File: config.mk
export PLATFORM = sky130hd
export DESIGN_NAME = updown_counter_169_flat
export DESIGN_NICKNAME = d
export VERILOG_FILES = /design/src/rtl/updown_counter_169_if.sv /design/src/rtl/updown_counter_169.sv /design/src/flat_wrapper.sv
export SDC_FILE = /design/constraint.sdc
export NUM_CORES = 1
export LEC_CHECK = 0
export CORE_AREA = 2 2 39 41
export DETAILED_ROUTE_END_ITERATION = 6
export DIE_AREA = 0 0 41 43
export PLACE_DENSITY = 0.66
export SLEW_MARGIN = 10
export SYNTH_ARGS = -nofsm -noshare
export SYNTH_HDL_FRONTEND = slang
export SYNTH_SLANG_ARGS = --single-unit
File: constraint.sdc
create_clock -name CLK -period 1.6 [get_ports CLK]
set_input_delay 0.4 -clock CLK [delete_from_list [all_inputs] [get_ports CLK]]
set_output_delay 0.4 -clock CLK [all_outputs]
set_load 0.02 [all_outputs]
File: src/rtl/updown_counter_169_if.sv
// Control/data bundle for the up/down counter: the controlling side drives the
// enables, direction, load and reload value; the counter returns state and carries.
interface updown_counter_169_if #(
    parameter int W = 4
);
    logic         LD_L;
    logic         ENP;
    logic         ENT;
    logic         UP;
    logic         ARL;
    logic [W-1:0] D;
    logic [W-1:0] Q;
    logic         RCO;
    logic         TCP;

    modport master (
        output LD_L, ENP, ENT, UP, ARL, D,
        input  Q, RCO, TCP
    );

    modport slave (
        input  LD_L, ENP, ENT, UP, ARL, D,
        output Q, RCO, TCP
    );
endinterface

File: src/rtl/updown_counter_169.sv
// Cascadable W-bit up/down counter with parallel load, auto-reload down mode,
// combinational ripple carry/borrow and a registered terminal-count pulse.
module updown_counter_169 #(
    parameter int W = 4
) (
    input logic                 CLK,
    input logic                 CLR_L,
    updown_counter_169_if.slave bus
);
    logic [W-1:0] q;
    logic         tcp;
    logic         term;

    // Terminal state depends on the live direction so RCO follows UP between edges.
    assign term = bus.UP ? (q == {W{1'b1}}) : (q == {W{1'b0}});

    always_ff @(posedge CLK or negedge CLR_L) begin
        if (!CLR_L) begin
            q   <= '0;
            tcp <= 1'b0;
        end else if (!bus.LD_L) begin
            q   <= bus.D;
            tcp <= 1'b0;
        end else if (bus.ENP && bus.ENT) begin
            tcp <= term;
            if (bus.UP) begin
                q <= q + W'(1);
            end else if (bus.ARL && term) begin
                q <= bus.D;
            end else begin
                q <= q - W'(1);
            end
        end else begin
            tcp <= 1'b0;
        end
    end

    assign bus.Q   = q;
    assign bus.TCP = tcp;
    assign bus.RCO = bus.ENT & term;
endmodule

File: src/flat_wrapper.sv
// flat-port wrapper written by rule: the top's interface ports become plain ports
module updown_counter_169_flat 
#(
    parameter int W = 4
)
  (CLK, CLR_L, bus_LD_L, bus_ENP, bus_ENT, bus_UP, bus_ARL, bus_D, bus_Q, bus_RCO, bus_TCP);
  updown_counter_169_if #(.W(W)) bus_i ();
  input logic CLK;
  input logic CLR_L;
  input wire logic [$bits(bus_i.LD_L)-1:0] bus_LD_L;
  input wire logic [$bits(bus_i.ENP)-1:0] bus_ENP;
  input wire logic [$bits(bus_i.ENT)-1:0] bus_ENT;
  input wire logic [$bits(bus_i.UP)-1:0] bus_UP;
  input wire logic [$bits(bus_i.ARL)-1:0] bus_ARL;
  input wire logic [$bits(bus_i.D)-1:0] bus_D;
  output wire logic [$bits(bus_i.Q)-1:0] bus_Q;
  output wire logic [$bits(bus_i.RCO)-1:0] bus_RCO;
  output wire logic [$bits(bus_i.TCP)-1:0] bus_TCP;
  assign bus_i.LD_L = bus_LD_L;
  assign bus_i.ENP = bus_ENP;
  assign bus_i.ENT = bus_ENT;
  assign bus_i.UP = bus_UP;
  assign bus_i.ARL = bus_ARL;
  assign bus_i.D = bus_D;
  assign bus_Q = bus_i.Q;
  assign bus_RCO = bus_i.RCO;
  assign bus_TCP = bus_i.TCP;
  updown_counter_169 #(.W(W)) u_core (.CLK(CLK), .CLR_L(CLR_L), .bus(bus_i));
endmodule
* Word level (Yosys, flattened, before mapping)
Cells that the tools add are included.
Widths: inputs -> output; s select.
** Cells by class
- Magnitude comparators :: 0
- Multipliers :: 0
- Reduce and logical (&&, ||, !) cells :: 3
- Div/mod/pow operators :: 0
- Mux-type cells :: 7
- Bitwise gates (word level) :: 1
- $add $sub $neg :: 2
- Shift-type cells :: 0
- Equality and inequality tests :: 2
** Operator list (number)
- $mux 4 :: 4
- $add 4x1->4 const B :: 1
- $eq 4x4->1 const B :: 1
- $logic_not 4->1 :: 1
- $sub 4x1->4 const B :: 1
- $mux 1 :: 3
- $logic_and 1x1->1 :: 2
- $ne 2x1->1 const B :: 1
- $and 1x1->1 :: 1
** Storage, ports and cells
- ROM bits :: 0
- RAM bits :: 0
- Bits in registers :: 5
- Memories kept :: 0
- Word-level logic and storage cells :: 17
- Bits in latches :: 0
- Output and inout port bits :: 6

* Logic depth before layout (Yosys ltp)
Gate-level depths: netlist of run 1.
- Word-level depth :: 7
- Gate-level depth with buffers :: 6
- Depth with buffers taken out :: 6

* Worst setup path after synthesis of run 1
OpenSTA, ideal clock, no wires.
- Path type :: reg2out
- Start :: register u_core.q[0], in the netlist u_core.bus.Q[0]
- End :: output port bus_RCO
- Setup slack :: -0.094 ns
- Data arrival time :: 1.294 ns
- Stages on the path, launching flop included :: 5
- Path buffers :: 0
- Path through :: dfrtp_1 -> inv_1 -> ha_1 -> nor4b_2 -> o21a_1
** Between the ends
- Cells in the longest elaborated chain, start to end :: 3
- Elaborated cells between the ends (all ways) :: 4
** RTL lines
- start: declaration :: line updown_counter_169.sv:10 : logic [W-1:0] q;
- start signal: assignment :: line updown_counter_169.sv:22 : q <= bus.D;
- start signal: assignment :: line updown_counter_169.sv:27 : q <= q + W'(1);
- start signal: assignment :: line updown_counter_169.sv:29 : q <= bus.D;
- $eq 4x4->1 or $logic_not 4->1 (tied branches) :: line updown_counter_169.sv:15 : assign term = bus.UP ? (q == {W{1'b1}}) : (q == {W{1'b0}});
- $mux 1 (*) :: line updown_counter_169.sv:15
- $and 1x1->1 (*) :: line updown_counter_169.sv:40 : assign bus.RCO = bus.ENT & term;
- end: declaration :: line flat_wrapper.sv:17 : output wire logic [$bits(bus_i.RCO)-1:0] bus_RCO;
Mark *: on every way between the ends. The rest lies on a longest branch, timed or not.

* Worst setup path in the final report of run 1
Same ends and word-level chain as after synthesis.

==> flow_summary.yaml, run 1 <==
status:
  status: "complete, but fails checks"
  violations: "setup timing"
synth:
  synthDistinctLibCells: 30
  syn_avg_cell_area_um2: 8.48
  synth_most_common_cell: "nand2_1"
  ys_async_sr_fraction_pct: 100
  synth-seq-area-share_pct: 27.9
  synth_ff_type: "dfrtp_1"
  synth_commonest_cells: "nand2_1 (9), dfrtp_1 (5), inv_1 (5)"
  synth.cell_area_um2: 449
  synth_top_area_share_pct: 27.9
  ys_warn_count: 0
  syn_nets: 67
  syn-instance-count: 53
  synth_top_area_cell: "dfrtp_1"
  ys_top_cells_by_area: "dfrtp_1 (28%), ha_1 (8.4%), nand2_1 (7.5%), inv_1 (4.2%), nor4b_2 (3.3%)"
  synth-edff-count: 0
  ys_ff_latch: 5
floorplanning:
  die-area_mm2: 0.00176
  rows: 14
  die_y_um: 43
  initial_core_util_pct: 32.5
  dieWidth_um: 41
  ioPinCount: 17
  core_mm2: 0.00138
cells_and_area:
  multi_input_comb_area_um2: 364
  drive_gt1_share_pct: 43.8
  seqCellArea_um2: 128
  fill_cells: 121
  final_nets: 104
  n_antenna_cell: 0
  fin_util_pct: 61.3
  syn_to_final_growth_pct: 88.9
timing:
  maxSlewViolCount: 0
  finalSetupTns_ns: -0.339
  fin_skew_ns: 0.00696
  fmax_mhz: 544
  setup_viol: 3
  finalHoldViolCount: 0
  setup_slack_ns: -0.239
  fin_crit_sh_pct: 115
  period_minus_slack_ns: 1.84
  relSlewSlack_pct: 83.1
  worst_pin_slew_ns: 0.252
  rsz0062_at_grt: "yes"
routing:
  first_pass_iters: 4
  antenna_left: 0
  wire_per_inst_um: 14.6
  drt_iter0_drc: 23
  drc_errors: 0
  routed_wirelength_um: 1530
  viasPerCell: 5.23
  dr_total_vias: 549
placed_design:
  io_buffers: 16
  hpwl_um: 1110
  gp_congestion: 0.796
setup_path:
  reg2reg_depth: 7
  worstPathArrival_ns: 1.44
  cp-startpoint: "u_core.bus.Q[0]"
  worstSetupPathType: "reg -> out"
  reg2reg_slack_ns: -0.06
  reg2reg_from: "u_core.bus.Q[1]"
  endpoint: "bus_RCO"
  startpoint_type: "flop"
  cp-end-kind: "primary output"
  path_max_fanout: 3
  worstPathRequired_ns: 1.20
  regToRegEndpoint: "u_core.bus.Q[1]"
global_routing:
  grt_usage_pct: 22.3
  grt_pass1_wl_um: 2660
  first_global_vias: 598
  grt_antenna_before_repair: 0
  grt_max_degree: 9
  grt_overflow: 0
power_and_ir_drop:
  clkPwrFrac_pct: 21.7
  power_frac_seq_pct: 25.2
  p_per_area_mw_per_mm2: 786
  p_leak_uw: 0.000384
  switching_share_pct: 35.9
  power_uw: 667
  intPower_uw: 427
  irDropWorstVdd_v: 0.000561
  p_comb_share_pct: 53.1
  p_switching_uw: 240
cts:
  clkTransAtPathRegs_ns: 0.05
  numClockSinks: 5
  numCtsBuffers: 3
  cts_tree: "done"
  insertion_delay_ns: 0.24
  htree_levels: 1
  cts.path.max_buffers: 2
  clock-root-buffer: "clkbuf_4"
worst_hold_path:
  hold_class: "in -> async"
flow_run:
  cap_viol_max_count: 0
[metal layers]
metal	vias to the layer above	global-route usage [%]	share of wire, %
met5	-	0	0
met4	0	4.00	0
met3	0	6.28	5.4
met2	17	39.7	55
met1	267	24.9	40
li1	265	-	-
[cell usage in the layout, fill, tap and decap left out]
master,instances
nor2b_1,1
a21oi_1,2
mux2i_1,1
and4_4,1
buf_2,1
o221ai_2,1
a211o_1,1
dfrtp_1,3
and2_1,1
mux2_4,1
o211ai_1,1
o31ai_1,1
o21a_4,1
buf_4,16
nor2_1,2
clkdlybuf4s50_1,10
a311oi_1,1
nand2_1,9
ha_1,1
nand3_1,2
clkbuf_2,1
clkbuf_4,3
nor4bb_4,1
o311a_1,1
dlygate4sd2_1,2
nor4b_4,1
inv_1,3
buf_6,3
ha_4,2
inv_2,2
a21boi_2,1
and3_1,1
o21ai_2,2
o32ai_1,1
a31oi_1,2
nor3_1,1
dfrtp_2,2
clkdlybuf4s15_1,1
xnor2_1,1
clkbuf_1,1
[logic make-up (layout without fill, tap and decap cells)]
family / after synthesis / after routing / synth area share (%)
AND/OR/NAND/NOR: 20 / 20 / 24.2
AO/OA/AOI/OAI: 15 / 15 / 25.4
buffers and inverters: 7 / 43 / 7.52
flip-flops: 5 / 5 / 27.9
adder cells (fa/ha/maj): 3 / 3 / 8.36
multiplexers: 2 / 2 / 4.74
XOR/XNOR: 1 / 1 / 1.95
[stage by stage]
stage,instance area (µm²),setup WS [ns],instances,hold WS (ns)
2_1_floorplan,459,-0.0141,53,0.104
3_3_place_gp,737,-0.740,98,0.628
3_5_place_dp,737,-0.771,98,0.637
4_1_cts,832,-0.261,105,0.374
5_1_grt,848,-0.280,105,0.378
6_report,848,-0.239,105,0.376
[how the worst min path moves through the flow]
stage / endpoint / from / depth (start not counted) / slack (ns)
after floorplan: u_core.bus.Q[0] / CLR_L / 0 / 0.10
after CTS: u_core.bus.Q[2] / CLR_L / 1 / 0.37
after detailed placement: u_core.bus.Q[2] / CLR_L / 1 / 0.64
final: u_core.bus.Q[2] / CLR_L / 1 / 0.38
after global routing: u_core.bus.Q[2] / CLR_L / 1 / 0.38
after global placement: u_core.bus.Q[0] / u_core.bus.Q[0] / 3 / 0.63
[power groups by stage]
stage	registers (µW)	clock network (µW)	logic, µW
6_report	168	145	354
5_1_grt	171	158	384
4_1_cts	167	152	340
3_5_place_dp	162	0	308
3_3_place_gp	162	0	302
2_1_floorplan	199	0	109
[registers in the layout, summed over array words and instances (netlist names)]
| register | cells |
|---|---|
| u_core.bus.Q | 4 |
| u_core.bus.TCP | 1 |
[worst max-delay path, stage by stage, from the launching register on]
cell and delay [ns]:
dfrtp_2 0.42, buf_6 0.13, ha_4 0.15, and4_4 0.17
o21a_4 0.21, buf_6 0.12
[area by class of cell]
| type | count | share of cell area [%] |
|---|---|---|
| inverter | 5 | 2.21 |
| sequential | 5 | 15.0 |
| multi-input combinational | 41 | 42.9 |
| timing repair buffer | 34 | 34.4 |
| tap | 16 | 2.36 |
| clock buffer | 4 | 3.10 |
[repair_timing]
action	4_1_cts	5_1_grt
resized for setup	26	8
pin swaps	5	5
buffers inserted	3	1
hold buffers	0	0
cloned	0	0
endpoints found under the setup margin	8	7
(Power assumes the default switching activity.)
==> inputs of run 2 (changes only) <==
- GPL_TIMING_DRIVEN: not set -> 0
==> flow_summary.yaml, run 2 (same netlist as run 1, synthesis figures left out) <==
cells_and_area:
  final_cell_mix: "clkdlybuf4s50_1 (10), nand2_1 (9), buf_4 (5)"
  final_nets: 92
  syn_to_final_growth_pct: 65.5
  fill_cells: 135
  n_antenna_cell: 0
  final_cells: 93
  drive_gt1_share_pct: 32.5
  multi_input_comb_area_um2: 348
  largest_reg_flops: 4
  final_common_cell: "clkdlybuf4s50_1"
  seqCellArea_um2: 130
power_and_ir_drop:
  p_switching_uw: 212
  p_per_area_mw_per_mm2: 795
  intPower_uw: 378
  irDropWorstVdd_v: 0.000495
  clkPwrFrac_pct: 24.3
  switching_share_pct: 35.9
  p_leak_uw: 0.000321
  p_comb_share_pct: 43.3
  power_frac_seq_pct: 32.5
timing:
  setup_slack_ns: -0.215
  finalHoldViolCount: 0
  fin_crit_sh_pct: 113
  period_minus_slack_ns: 1.81
  worst_pin_slew_ns: 0.255
  rsz0062_at_grt: "yes"
  fin_skew_ns: 0.00329
  setup_viol: 3
  relSlewSlack_pct: 82.9
  maxSlewViolCount: 0
  finalSetupTns_ns: -0.377
  fmax_mhz: 551
floorplanning:
  die_y_um: 43
  initial_core_util_pct: 32.5
  die-area_mm2: 0.00176
  rows: 14
  core_mm2: 0.00138
  dieWidth_um: 41
  ioPinCount: 17
cts:
  cts_tree: "done"
  numClockSinks: 5
  numCtsBuffers: 3
  htree_levels: 1
  clock-root-buffer: "clkbuf_4"
  insertion_delay_ns: 0.24
  clkTransAtPathRegs_ns: 0.04
  cts.path.max_buffers: 2
global_routing:
  first_global_vias: 428
  grt_pass1_wl_um: 1780
  grt_max_degree: 11
  grt_antenna_before_repair: 0
  grt_overflow: 0
  grt_usage_pct: 15.1
setup_path:
  worstPathArrival_ns: 1.41
  worstPathRequired_ns: 1.20
  startpoint_type: "flop"
  cp-end-kind: "primary output"
  worstSetupPathType: "reg -> out"
  path_max_fanout: 4
flow_run:
  cap_viol_max_count: 0
worst_hold_path:
  hold_class: "in -> async"
placed_design:
  hpwl_um: 827
  gp_congestion: 0.721
  io_buffers: 15
  place_inst: 84
routing:
  routed_wirelength_um: 1170
  wire_per_inst_um: 12.5
  drc_errors: 0
  drt_iter0_drc: 4
  antenna_left: 0
  first_pass_iters: 4
  dr_total_vias: 467
  viasPerCell: 5.02
status:
  violations: "setup timing"
  status: "complete, but fails checks"
-- run 2: final timing paths --
kind / start / endpoint / slack [ns] / cells past startpoint
min: CLR_L / u_core.bus.Q[2] / 0.38 / 1
max reg2reg: u_core.bus.Q[1] / u_core.bus.Q[1] / -0.11 / 7
min reg2reg: u_core.bus.Q[1] / u_core.bus.Q[1] / 0.63 / 2
min in group CLK: bus_UP / u_core.bus.Q[1] / 0.53 / 3
max in group asynchronous: CLR_L / u_core.bus.Q[1] / 1.00 / 1
max: u_core.bus.Q[1] / bus_RCO / -0.21 / 4
-- run 2: final cells by class --
type	count	share of cell area (%)
Timing Repair Buffer	20	24.7
Sequential cell	5	17.5
Buffer	2	2.19
Clock buffer	4	3.54
Multi-Input combinational cell	41	46.8
Tap cell	16	2.69
Inverter	5	2.53
-- run 2: timing repair --
| item | in CTS | in global routing |
|---|---|---|
| setup endpoints to repair | 9 | 3 |
| gates resized for setup | 20 | 4 |
| pin swaps | 2 | 2 |
| setup buffers | 3 | 2 |
| hold buffers | 0 | 0 |
-- run 2: through the flow --
step	cell area, µm²	utilization, %	worst slack (ns)	hold WS (ns)	power, µW
final	743	53.7	-0.215	0.384	591
after global routing	743	53.7	-0.285	0.393	638
after CTS	711	51.4	-0.215	0.388	568
after detailed placement	629	45.5	-0.612	0.561	396
after global placement	629	45.5	-0.594	0.564	394
after floorplan	459	-	-0.0141	0.104	307
-- run 2: critical path, stage by stage, from the launching register on --
cell and delay (ns):
dfrtp_2 0.44, ha_4 0.18, and4_1 0.21, o21a_2 0.23, buf_6 0.13
-- run 2: layer usage --
metal | track usage (%) | wire length [µm] | vias to the layer above
met5 | 0 | 0 | -
met4 | 4.00 | 0 | 0
met3 | 6.28 | 63 | 0
met2 | 22.8 | 603 | 13
met1 | 19.0 | 501 | 212
li1 | - | - | 242
-- run 2: power groups by stage --
| stage | Sequential (µW) | Combinational [µW] | Clock [µW] |
|---|---|---|---|
| floorplan | 199 | 109 | 0 |
| global placement | 185 | 209 | 0 |
| detailed placement | 183 | 213 | 0 |
| CTS | 186 | 232 | 150 |
| global route | 196 | 278 | 164 |
| finish | 192 | 255 | 143 |
==> inputs of run 3 (changes only) <==
- RECOVER_POWER: not set -> 50
==> flow_summary.yaml, run 3 (same netlist as run 1, synthesis figures left out) <==
status:
  status: "complete, but fails checks"
  violations: "setup timing"
timing:
  setup_slack_ns: -0.215
  period_minus_slack_ns: 1.81
  finalHoldViolCount: 0
  rsz0062_at_grt: "yes"
  relSlewSlack_pct: 82.9
  fin_crit_sh_pct: 113
  fmax_mhz: 551
  finalSetupTns_ns: -0.377
  worst_pin_slew_ns: 0.255
  setup_viol: 3
  maxSlewViolCount: 0
  fin_skew_ns: 0.00329
cells_and_area:
  syn_to_final_growth_pct: 65.5
  fin_util_pct: 53.7
  final_nets: 92
  largest_reg_flops: 4
  drive_gt1_share_pct: 32.5
  final_cell_mix: "nand2_1 (9), clkdlybuf4s50_1 (9), buf_4 (5)"
  fill_cells: 135
  seqCellArea_um2: 130
  multi_input_comb_area_um2: 348
  n_antenna_cell: 0
  final_cell_area_um2: 743
global_routing:
  top_usage_layer: "met2"
  grtUsageMet1_pct: 19.0
  grt_usage_pct: 15.1
  first_global_vias: 428
  grt_pass1_wl_um: 1780
  grt_max_degree: 11
  gr-usage-met2_pct: 22.8
  use_met3_pct: 6.28
  grt_antenna_before_repair: 0
  grt_overflow: 0
setup_path:
  worstPathRequired_ns: 1.20
  startpoint_type: "flop"
  path_max_fanout: 4
  cp-end-kind: "primary output"
  worstSetupPathType: "reg -> out"
  worstPathArrival_ns: 1.41
routing:
  drt_iter0_drc: 4
  drc_errors: 0
  antenna_left: 0
  dr_total_vias: 467
  routed_wirelength_um: 1170
  first_pass_iters: 4
  viasPerCell: 5.02
  wire_per_inst_um: 12.5
cts:
  clock-root-buffer: "clkbuf_4"
  cts_tree: "done"
  ctsHoldBuffers: 0
  cts.path.max_buffers: 2
  numCtsBuffers: 3
  htree_levels: 1
  numClockSinks: 5
  clkTransAtPathRegs_ns: 0.04
  insertion_delay_ns: 0.24
power_and_ir_drop:
  p_per_area_mw_per_mm2: 794
  p_switching_uw: 212
  irDropWorstVdd_v: 0.000495
  clkPwrFrac_pct: 24.3
  switching_share_pct: 35.9
  power_frac_seq_pct: 32.5
  p_leak_uw: 0.000321
  p_comb_share_pct: 43.2
  intPower_uw: 378
floorplanning:
  initial_core_util_pct: 32.5
  ioPinCount: 17
  die-area_mm2: 0.00176
  core_mm2: 0.00138
  dieWidth_um: 41
  rows: 14
  die_y_um: 43
placed_design:
  placed_area_um2: 629
  io_buffers: 15
  hpwl_um: 827
  gp_congestion: 0.721
  pre_cts_slack_ns: -0.612
flow_run:
  cap_viol_max_count: 0
worst_hold_path:
  hold_class: "in -> async"
## run 3: changes by cell type in the layout (fill, tap and decap cells not counted)
cell and delta:
clkdlybuf4s50_1 -1, dlygate4sd3_1 +1
## run 3: what timing repair did
| action | 4_1_cts | 5_1_grt |
|---|---|---|
| pin swaps | 2 | 2 |
| resized for setup | 20 | 4 |
| cloned | 0 | 0 |
| endpoints found under the hold margin | 0 | 0 |
| setup endpoints to repair | 9 | 3 |
| buffers inserted | 3 | 2 |
## run 3: final cells by class
class / instances / area share [%]
clock buffer: 4 / 3.54
tap: 16 / 2.69
sequential: 5 / 17.5
multi-input combinational: 41 / 46.8
inverter: 5 / 2.53
timing repair buffer: 20 / 24.7
buffer: 2 / 2.19
## run 3: path summary, 6_finish.rpt
path / from / to / slack, ns / depth (start not counted)
max: u_core.bus.Q[1] / bus_RCO / -0.21 / 4
max reg2reg: u_core.bus.Q[1] / u_core.bus.Q[1] / -0.11 / 7
min in group CLK: bus_UP / u_core.bus.Q[1] / 0.53 / 3
min: CLR_L / u_core.bus.Q[2] / 0.45 / 1
max in group asynchronous: CLR_L / u_core.bus.Q[1] / 0.93 / 1
min reg2reg: u_core.bus.Q[1] / u_core.bus.Q[1] / 0.63 / 2
## run 3: critical path: stages, from the launching register on
cell,delay (ns)
dfrtp_2,0.44
ha_4,0.18
and4_1,0.21
o21a_2,0.23
buf_6,0.13
## run 3: power by group through the flow
stage	Clock, µW	Combinational, µW	Sequential [µW]
2_1_floorplan	0	109	199
3_3_place_gp	0	209	185
3_5_place_dp	0	213	183
4_1_cts	150	232	186
5_1_grt	164	278	196
6_report	143	255	192
## run 3: per-layer routing
| layer | wire, µm | vias up | share of wire (%) |
|---|---|---|---|
| li1 | - | 242 | - |
| met3 | 63 | 0 | 5.4 |
| met4 | 0 | 0 | 0 |
| met5 | 0 | - | 0 |
| met1 | 501 | 212 | 43 |
| met2 | 603 | 13 | 52 |
## run 3: metrics by stage
stage	hold slack, ns	std cells	power (µW)
2_1_floorplan	0.104	53	307
3_3_place_gp	0.564	84	394
3_5_place_dp	0.561	84	396
4_1_cts	0.388	91	568
5_1_grt	0.463	93	637
6_report	0.454	93	590
